===== config.mk =====
export PLATFORM = sky130hd
export DESIGN_NAME = xio_aperture_ctrl
export DESIGN_NICKNAME = d
export VERILOG_FILES = /design/src/rtl/xio_aperture_ctrl.sv
export SDC_FILE = /design/constraint.sdc
export NUM_CORES = 1
export LEC_CHECK = 0
export BUFFER_PORTS_ARGS = -buffer_cell sky130_fd_sc_hd__buf_4
export CORE_AREA = 3 3 123 125
export DETAILED_ROUTE_END_ITERATION = 12
export DIE_AREA = 0 0 126 128
export MAX_ROUTING_LAYER = met4
export PLACE_DENSITY_LB_ADDON = 0.25
export SLEW_MARGIN = 20
export SYNTH_ARGS = -nofsm -noshare
export SYNTH_HDL_FRONTEND = slang
export SYNTH_SLANG_ARGS = --single-unit

===== constraint.sdc =====
create_clock -name clk -period 1.88 [get_ports clk]
set_clock_uncertainty 0.05 [all_clocks]
set_input_delay 0.188 -clock clk [delete_from_list [all_inputs] [get_ports clk]]
set_output_delay 0.188 -clock clk [all_outputs]
set_load 0.03 [all_outputs]

===== src/rtl/xio_aperture_ctrl.sv =====
// rtl/xio_aperture_ctrl.sv - A8 aperture decode and SDRAM access sequencer
//
// Picks the lowest-index aperture whose in_range flag is set on an A8
// address strobe, forms sd_addr = base + low A8 offset bits, and runs one
// req/ack transaction against the SDRAM controller. Reads drive the A8
// data bus; writes forward the captured A8 data. A read whose SDRAM data
// arrives too late for its A8 cycle is drained and flagged in late_err.
//
// Ports:
//   clk, rst            clock, asynchronous active-high reset
//   a8_addr_strobe      pulse: a8_addr / a8_rw valid
//   a8_write_strobe     pulse: a8_data_in valid for a write
//   a8_clk_falling      pulse: end of the current A8 cycle
//   a8_rw, a8_addr      A8 direction (1=read) and address
//   a8_data_in          A8 write data
//   in_range, ap_base   per-aperture hit flags and packed base addresses
//   sd_req/we/addr/wdata  request to the SDRAM controller
//   sd_ack, sd_rvalid, sd_rdata  SDRAM acceptance and read return
//   a8_data_out, a8_data_oe      read data onto the A8 bus
//   a8_mpd_n, a8_extsel_n        active-low Math-Pak disable / external select
//   hit_index           winning aperture of the last accepted strobe
//   late_err            sticky: a read missed its A8 cycle

module xio_aperture_ctrl #(
    parameter int ANUM = 8,
    parameter int AW   = 27,
    parameter int OFFW = 8,
    localparam int IW  = (ANUM > 1) ? $clog2(ANUM) : 1
) (
    input  logic                clk,
    input  logic                rst,
    input  logic                a8_addr_strobe,
    input  logic                a8_write_strobe,
    input  logic                a8_clk_falling,
    input  logic                a8_rw,
    input  logic [15:0]         a8_addr,
    input  logic [7:0]          a8_data_in,
    input  logic [ANUM-1:0]     in_range,
    input  logic [ANUM*AW-1:0]  ap_base,
    output logic                sd_req,
    output logic                sd_we,
    output logic [AW-1:0]       sd_addr,
    output logic [7:0]          sd_wdata,
    input  logic                sd_ack,
    input  logic                sd_rvalid,
    input  logic [7:0]          sd_rdata,
    output logic [7:0]          a8_data_out,
    output logic                a8_data_oe,
    output logic                a8_mpd_n,
    output logic                a8_extsel_n,
    output logic [IW-1:0]       hit_index,
    output logic                late_err
);

    typedef enum logic [2:0] {
        S_IDLE,
        S_RD_REQ,
        S_RD_WAIT,
        S_RD_DRIVE,
        S_DRAIN_REQ,    // late read, request still waiting for ack
        S_DRAIN,        // late read, waiting to discard the read data
        S_WR_DATA,
        S_WR_REQ
    } state_t;

    state_t state, state_nx;

    logic          hit;
    logic [IW-1:0] win_idx;
    logic [AW-1:0] win_base;
    logic [AW-1:0] new_addr;
    logic          take_addr;
    logic          take_rdata;
    logic          take_wdata;
    logic          set_late;

    // Only the low OFFW address bits feed the datapath.
    logic unused_addr_bits;
    assign unused_addr_bits = ^a8_addr;

    // Lowest set bit wins: scanning downward lets lower indices overwrite.
    always_comb begin
        hit      = 1'b0;
        win_idx  = '0;
        win_base = '0;
        for (int i = ANUM - 1; i >= 0; i--) begin
            if (in_range[i]) begin
                hit      = 1'b1;
                win_idx  = i[IW-1:0];
                win_base = ap_base[i*AW +: AW];
            end
        end
    end

    // Sum is AW bits wide, so it wraps modulo 2^AW.
    assign new_addr = win_base + {{(AW-OFFW){1'b0}}, a8_addr[OFFW-1:0]};

    always_ff @(posedge clk or posedge rst) begin
        if (rst) begin
            state       <= S_IDLE;
            hit_index   <= '0;
            sd_addr     <= '0;
            sd_wdata    <= '0;
            a8_data_out <= '0;
            late_err    <= 1'b0;
        end else begin
            state <= state_nx;
            if (take_addr) begin
                hit_index <= win_idx;
                sd_addr   <= new_addr;
            end
            if (take_wdata) begin
                sd_wdata <= a8_data_in;
            end
            if (take_rdata) begin
                a8_data_out <= sd_rdata;
            end
            if (set_late) begin
                late_err <= 1'b1;
            end
        end
    end

    always_comb begin
        state_nx    = state;
        sd_req      = 1'b0;
        sd_we       = 1'b0;
        a8_data_oe  = 1'b0;
        a8_mpd_n    = 1'b1;
        a8_extsel_n = 1'b1;
        take_addr   = 1'b0;
        take_rdata  = 1'b0;
        take_wdata  = 1'b0;
        set_late    = 1'b0;
        case (state)
            S_IDLE: begin
                if (a8_addr_strobe && hit) begin
                    take_addr = 1'b1;
                    state_nx  = a8_rw ? S_RD_REQ : S_WR_DATA;
                end
            end
            S_RD_REQ: begin
                sd_req      = 1'b1;
                a8_mpd_n    = 1'b0;
                a8_extsel_n = 1'b0;
                if (a8_clk_falling) begin
                    set_late = 1'b1;
                    if (sd_ack && sd_rvalid) state_nx = S_IDLE;
                    else if (sd_ack)         state_nx = S_DRAIN;
                    else                     state_nx = S_DRAIN_REQ;
                end else if (sd_ack && sd_rvalid) begin
                    take_rdata = 1'b1;
                    state_nx   = S_RD_DRIVE;
                end else if (sd_ack) begin
                    state_nx = S_RD_WAIT;
                end
            end
            S_RD_WAIT: begin
                a8_mpd_n    = 1'b0;
                a8_extsel_n = 1'b0;
                // The A8 cycle ending wins over data arriving in the same cycle.
                if (a8_clk_falling) begin
                    set_late = 1'b1;
                    state_nx = sd_rvalid ? S_IDLE : S_DRAIN;
                end else if (sd_rvalid) begin
                    take_rdata = 1'b1;
                    state_nx   = S_RD_DRIVE;
                end
            end
            S_RD_DRIVE: begin
                a8_data_oe  = 1'b1;
                a8_mpd_n    = 1'b0;
                a8_extsel_n = 1'b0;
                if (a8_clk_falling) state_nx = S_IDLE;
            end
            S_DRAIN_REQ: begin
                sd_req = 1'b1;
                if (sd_ack && sd_rvalid) state_nx = S_IDLE;
                else if (sd_ack)         state_nx = S_DRAIN;
            end
            S_DRAIN: begin
                if (sd_rvalid) state_nx = S_IDLE;
            end
            S_WR_DATA: begin
                if (a8_write_strobe) begin
                    take_wdata = 1'b1;
                    state_nx   = S_WR_REQ;
                end else if (a8_clk_falling) begin
                    state_nx = S_IDLE;
                end
            end
            S_WR_REQ: begin
                sd_req = 1'b1;
                sd_we  = 1'b1;
                if (sd_ack) state_nx = S_IDLE;
            end
            default: state_nx = S_IDLE;
        endcase
    end

endmodule

# Yosys cells after proc, flatten, opt, wreduce, memory -nomap -nowiden
# Index checks and enable logic that the tools add are counted.
# word_totals
ff_bits	50
elab_cells	83
# op_classes
eq_ne	13
n_addsub	1
n_reduce_logical	7
n_mux	56
# ops
operator	count
27-bit 2-to-1 mux	8
3-bit 2-to-1 mux	23
27-bit by 8-bit adder with 27-bit output	1
3-bit one-hot mux with 8 select lines	1
1-bit 2-to-1 mux	23
3-bit equality test, second input constant	4
3-bit by 2-bit equality test with 1-bit output, second input constant	2
2-bit inequality test, second input constant	3
3-bit inequality test, second input constant	2
6-bit AND reduction	1
3-bit OR reduction	2
4-bit inequality test, second input constant	1
3-bit by 1-bit equality test with 1-bit output, second input constant	1
3-bit zero test	1
1-bit logical AND	2
1-bit one-hot mux with 2 select lines	1
2-bit OR reduction	1

# Longest topological paths before layout
# logic_depth
depth_word	11
ltp_mapped	21

# Worst setup path after synthesis
# Ideal clock, no wire load.
# synth_timing
kind	input to register
startpoint	input port in_range[5]
endpoint	register sd_addr[26]
t_arrival_ns	3.747
required_ns	1.738
setup_time_ns	0.092
n_path_buf	5
path_slack_ns	-2.009
stages	21
cell_sequence	buf_4 -> buf_6 -> clkbuf_1 -> clkbuf_1 -> clkbuf_1 -> nor2b_1 -> nor3_1 -> a21oi_1 -> o21ai_0 -> mux2i_1 -> a21oi_1 -> ha_1 -> fa_1 -> a21oi_1 -> o22ai_1 -> o41ai_1 -> nor3_2 -> nand2_2 -> nor4_4 -> and3_1 -> o31ai_2
# synth_via
elab_chain_cells	9
elab_cells_between_ends	16
# synth_rtl
item	line_no	source
from (decl)	38	input logic [ANUM-1:0] in_range,
branches (longest 9 deep; another with 27-bit by 8-bit adder with 27-bit output)	-	
to (signal assigned)	110	sd_addr <= new_addr;
to (decl)	42	output logic [AW-1:0] sd_addr,
# Several ways; the timed one is not identified.
# A chain may end at the register's enable or synchronous reset.

# Worst setup path after layout
# layout_timing
startpoint	input port in_range[7]
endpoint	register sd_addr[23]
# layout_via
elab_chain_cells	11
elab_cells_between_ends	20
# layout_rtl
item
branches (longest 11 deep; another with 27-bit by 8-bit adder with 27-bit output)
# Several ways; the timed one is not identified.

==> summary.txt <==
Run status
  – Outcome: complete, but fails checks
  – Failing checks: setup timing

GRT
  – Met3 Use GR: 5.04%
  – GRT overflow: 0
  – Initial antenna violation count: 0
  – Vias in the first global route: approximately 5900
  – Largest net degree at the start of global routing: 35
  – Gr busiest metal: met2
  – First-pass GRT wire length: slightly above 30 mm
  – Met1 Track Usage GR: 28.5%
  – Total GRT Usage: 25.1%
  – GR Util met2: 43.0%

Layout
  – Fin nets: 1250
  – N_diodes: 0
  – Core Util, Final: 60.7%
  – Layout cells sized above 1: 52.2%
  – Layout area overhead: 74.6%

Logic synthesis
  – Number of synthesized flops with an enable pin: 0
  – Synthesized cell area: around 0.0049 mm²
  – #FFs+latches synth: 50
  – Synth Area per Inst: 8.05 µm²
  – Async SR Flop Fraction: 100%
  – Synth warn: 0
  – Seq/Total Area, Yosys: about a quarter
  – Top FF cell, synth: dfrtp_1
  – Syn Inst Count: 604
  – Syn_nets: 878
  – Library cells used by synthesis: 67

Die
  – Core region area: approximately 0.014 mm²
  – Cell row count: 43
  – Total Die Area: between 0.015 and 0.02 mm²
  – Starting density of the core: 34.8%
  – Io pins: 316
  – DIE HEIGHT: 128 µm
  – DIE WIDTH: around 130 µm

Timing
  – Max-slew violations: 0
  – Final worst slack: -1120 ps
  – Fmax: around 330 MHz
  – Final Cycle Share: 159%
  – Final Setup Violations: 26
  – Slew headroom: between 60% and 70%
  – Tmin final: 3000 ps
  – Number of failing hold endpoints at the final stage: 0
  – Slew @ Worst Pin: 547 ps
  – RSZ-0062 raised after global routing: true

Hold path
  – Worst hold start: a8_addr_strobe
  – Worst Hold End: hit_index[2]$_DFFE_PP0P_
  – HP Class: in -> reg
  – Hold path cells: 2

Setup path
  – Worst r2r src: state[2]$_DFFE_PP0P_
  – Worst R2R End: hit_index[1]$_DFFE_PP0P_
  – Crit. End Element: register
  – FF-to-FF setup slack: 230 ps
  – Worst Path Arrival: 3120 ps
  – R2r worst-path depth: 4
  – Critical path class: in -> reg
  – CP Data Required Time: 2010 ps
  – Crit path max fanout: 8
  – Type of origin of the critical path: primary input

Pwr
  – Total power: 7.50 mW
  – VDD IR max: about 0.00043 V
  – Pwr dens: about 880 mW/mm²
  – Leakage: 4.06 nW

Clocking
  – Worst skew pair latency: 280 ps
  – H-tree Lvls: 2
  – CTS buffer count: 5
  – CTS clock-pin slew for the worst setup and hold paths: approximately 70 ps
  – CTS max path bufs: 2
  – # clock sinks: 50
  – Root Driver: clkbuf_16
  – CTS tree: built

Drt
  – Routed len/inst: 18.4 µm
  – Starting DRT DRC Count: 322
  – Residual DRC: 0
  – Vias: 6117
  – Vias per cell: around 5.3
  – Post-Route WL: ~21 mm
  – DRT antenna net count: 0
  – Initial DRT Pass Iterations: 4

Place
  – I/O Buffers: 307
  – DPL Wire Length: 17.7 mm
  – Final GP Congestion: 0.955

Run
  – Max-Cap Viols: 0
-- final cells by class --
cell class                      instances  area, µm²
Sequential cell                        50       1250
Timing Repair Buffer                  416       3270
Multi-Input combinational cell        481       3520
Fill cell                            1265       5500
Tap cell                              180        225
Inverter                               22       82.6
Clock inverter                          2       13.8
Clock buffer                            6        129
-- cell families (layout without fill, tap and decap cells) --
family / Yosys count / after routing / synth area share (%)
muxes: 28 / 28 / 6.22
adders and majority gates: 10 / 10 / 2.73
buffers and inverters: 73 / 446 / 7.28
xor gates and xnor gates: 22 / 22 / 3.96
AOI/OAI and AO/OA: 220 / 220 / 31.7
and+or+nand+nor: 201 / 201 / 22.4
DFF: 50 / 50 / 25.7
-- state kept, by name (all words and copies together), names as in the netlist --
| register | cells |
|---|---|
| sd_addr | 27 |
| a8_data_out | 8 |
| late_err | 1 |
| sd_wdata | 8 |
| hit_index | 3 |
| state | 3 |
-- synth_stat cells (4+ instances only) --
cell type | n | area share, %
nor2_1 | 25 | 1.9
nand2_1 | 75 | 5.8
buf_6 | 6 | 1.4
dfrtp_1 | 50 | 26
nand3_1 | 13 | 1.3
a221oi_2 | 4 | 1.2
xor2_1 | 13 | 2.3
o21ai_0 | 43 | 4.4
o22ai_1 | 13 | 1.7
nor3b_1 | 11 | 1.7
xnor2_1 | 9 | 1.6
a31oi_1 | 8 | 1.0
o21ai_1 | 4 | 0.41
clkbuf_1 | 23 | 1.8
nor2b_1 | 24 | 3.1
o221ai_2 | 7 | 2.2
nand2b_1 | 4 | 0.51
buf_1 | 4 | 0.31
nor3_1 | 14 | 1.4
o221ai_1 | 8 | 1.4
buf_4 | 5 | 0.77
ha_1 | 9 | 2.3
o31ai_1 | 10 | 1.5
a21oi_1 | 60 | 6.2
mux2_2 | 18 | 4.2
nand3b_1 | 12 | 1.9
mux2i_1 | 10 | 2.1
buf_2 | 13 | 1.3
a22oi_1 | 7 | 1.1
a221oi_1 | 19 | 3.4
inv_1 | 21 | 1.6
a221o_1 | 7 | 1.4
-- critical path, cell delays in order --
cell and delay [ps]:
buf_6 90, and2b_4 220, a221oi_2 250, nor3_1 70
a21oi_1 110, o21ai_0 90, mux2i_1 190, a21oi_1 110
ha_1 310, buf_4 140, nand3_2 70, o211ai_1 220
o21ai_1 130, nor3_2 230, nand2_2 160, nor4b_4 310
xor2_1 160, o21ai_1 70
-- cell usage in the layout, fill, tap and decap left out, types with 18 or more instances in the layout --
cell / synthesis / layout
a21oi_1: 60 / 54
o21ai_0: 43 / 18
dfrtp_1: 50 / 50
o21ai_1: 4 / 28
nand2_1: 75 / 72
nor2b_1: 24 / 24
buf_4: 5 / 396
nor2_1: 25 / 20
mux2_2: 18 / 18
inv_1: 21 / 20
-- report_power, final --
group | switching (mW) | internal [mW]
combinational | 2.60 | 2.14
sequential | 0.316 | 1.58
clock | 0.375 | 0.493
total | 3.29 | 4.21
-- per-stage QoR --
| step | instances | hold slack, ps | worst slack (ps) | setup TNS, ps | instance area [µm²] |
|---|---|---|---|---|---|
| 3_5_place_dp | 1141 | 206 | -1680 | -36990 | 7980 |
| 4_1_cts | 1152 | 60.8 | -1080 | -21480 | 8260 |
| 6_report | 1157 | 64.6 | -1120 | -21860 | 8490 |
| 2_1_floorplan | 604 | 235 | -1570 | -31040 | 4960 |
| 3_3_place_gp | 1141 | 205 | -1630 | -35940 | 7980 |
| 5_1_grt | 1157 | 67.8 | -1360 | -27280 | 8490 |
-- how the worst max path moves through the flow --
stage                            from                 endpoint  depth (start not counted)
final                     in_range[7]  sd_addr[23]$_DFFE_PP0P_                         18
after global routing      in_range[6]  sd_addr[15]$_DFFE_PP0P_                         19
after CTS                 in_range[6]  sd_addr[26]$_DFFE_PP0P_                         18
after detailed placement  in_range[7]  sd_addr[26]$_DFFE_PP0P_                         19
after global placement    in_range[7]  sd_addr[26]$_DFFE_PP0P_                         19
after floorplan           in_range[5]  sd_addr[26]$_DFFE_PP0P_                         21
-- per-layer routing --
metal | vias up | wire length, µm
li1 | 2997 | -
met2 | 259 | 10800
met4 | 0 | 1010
met1 | 2803 | 8060
met5 | - | 0
met3 | 58 | 1430
-- timing repair --
item	CTS	global route
setup buffers	3	6
endpoints found under the setup margin	32	32
hold buffers	1	0
resized for setup	29	44
hold endpoints to repair	22	0
pin swaps	21	31
gates cloned	0	2
No activity file was read; power rests on OpenSTA's default activity.
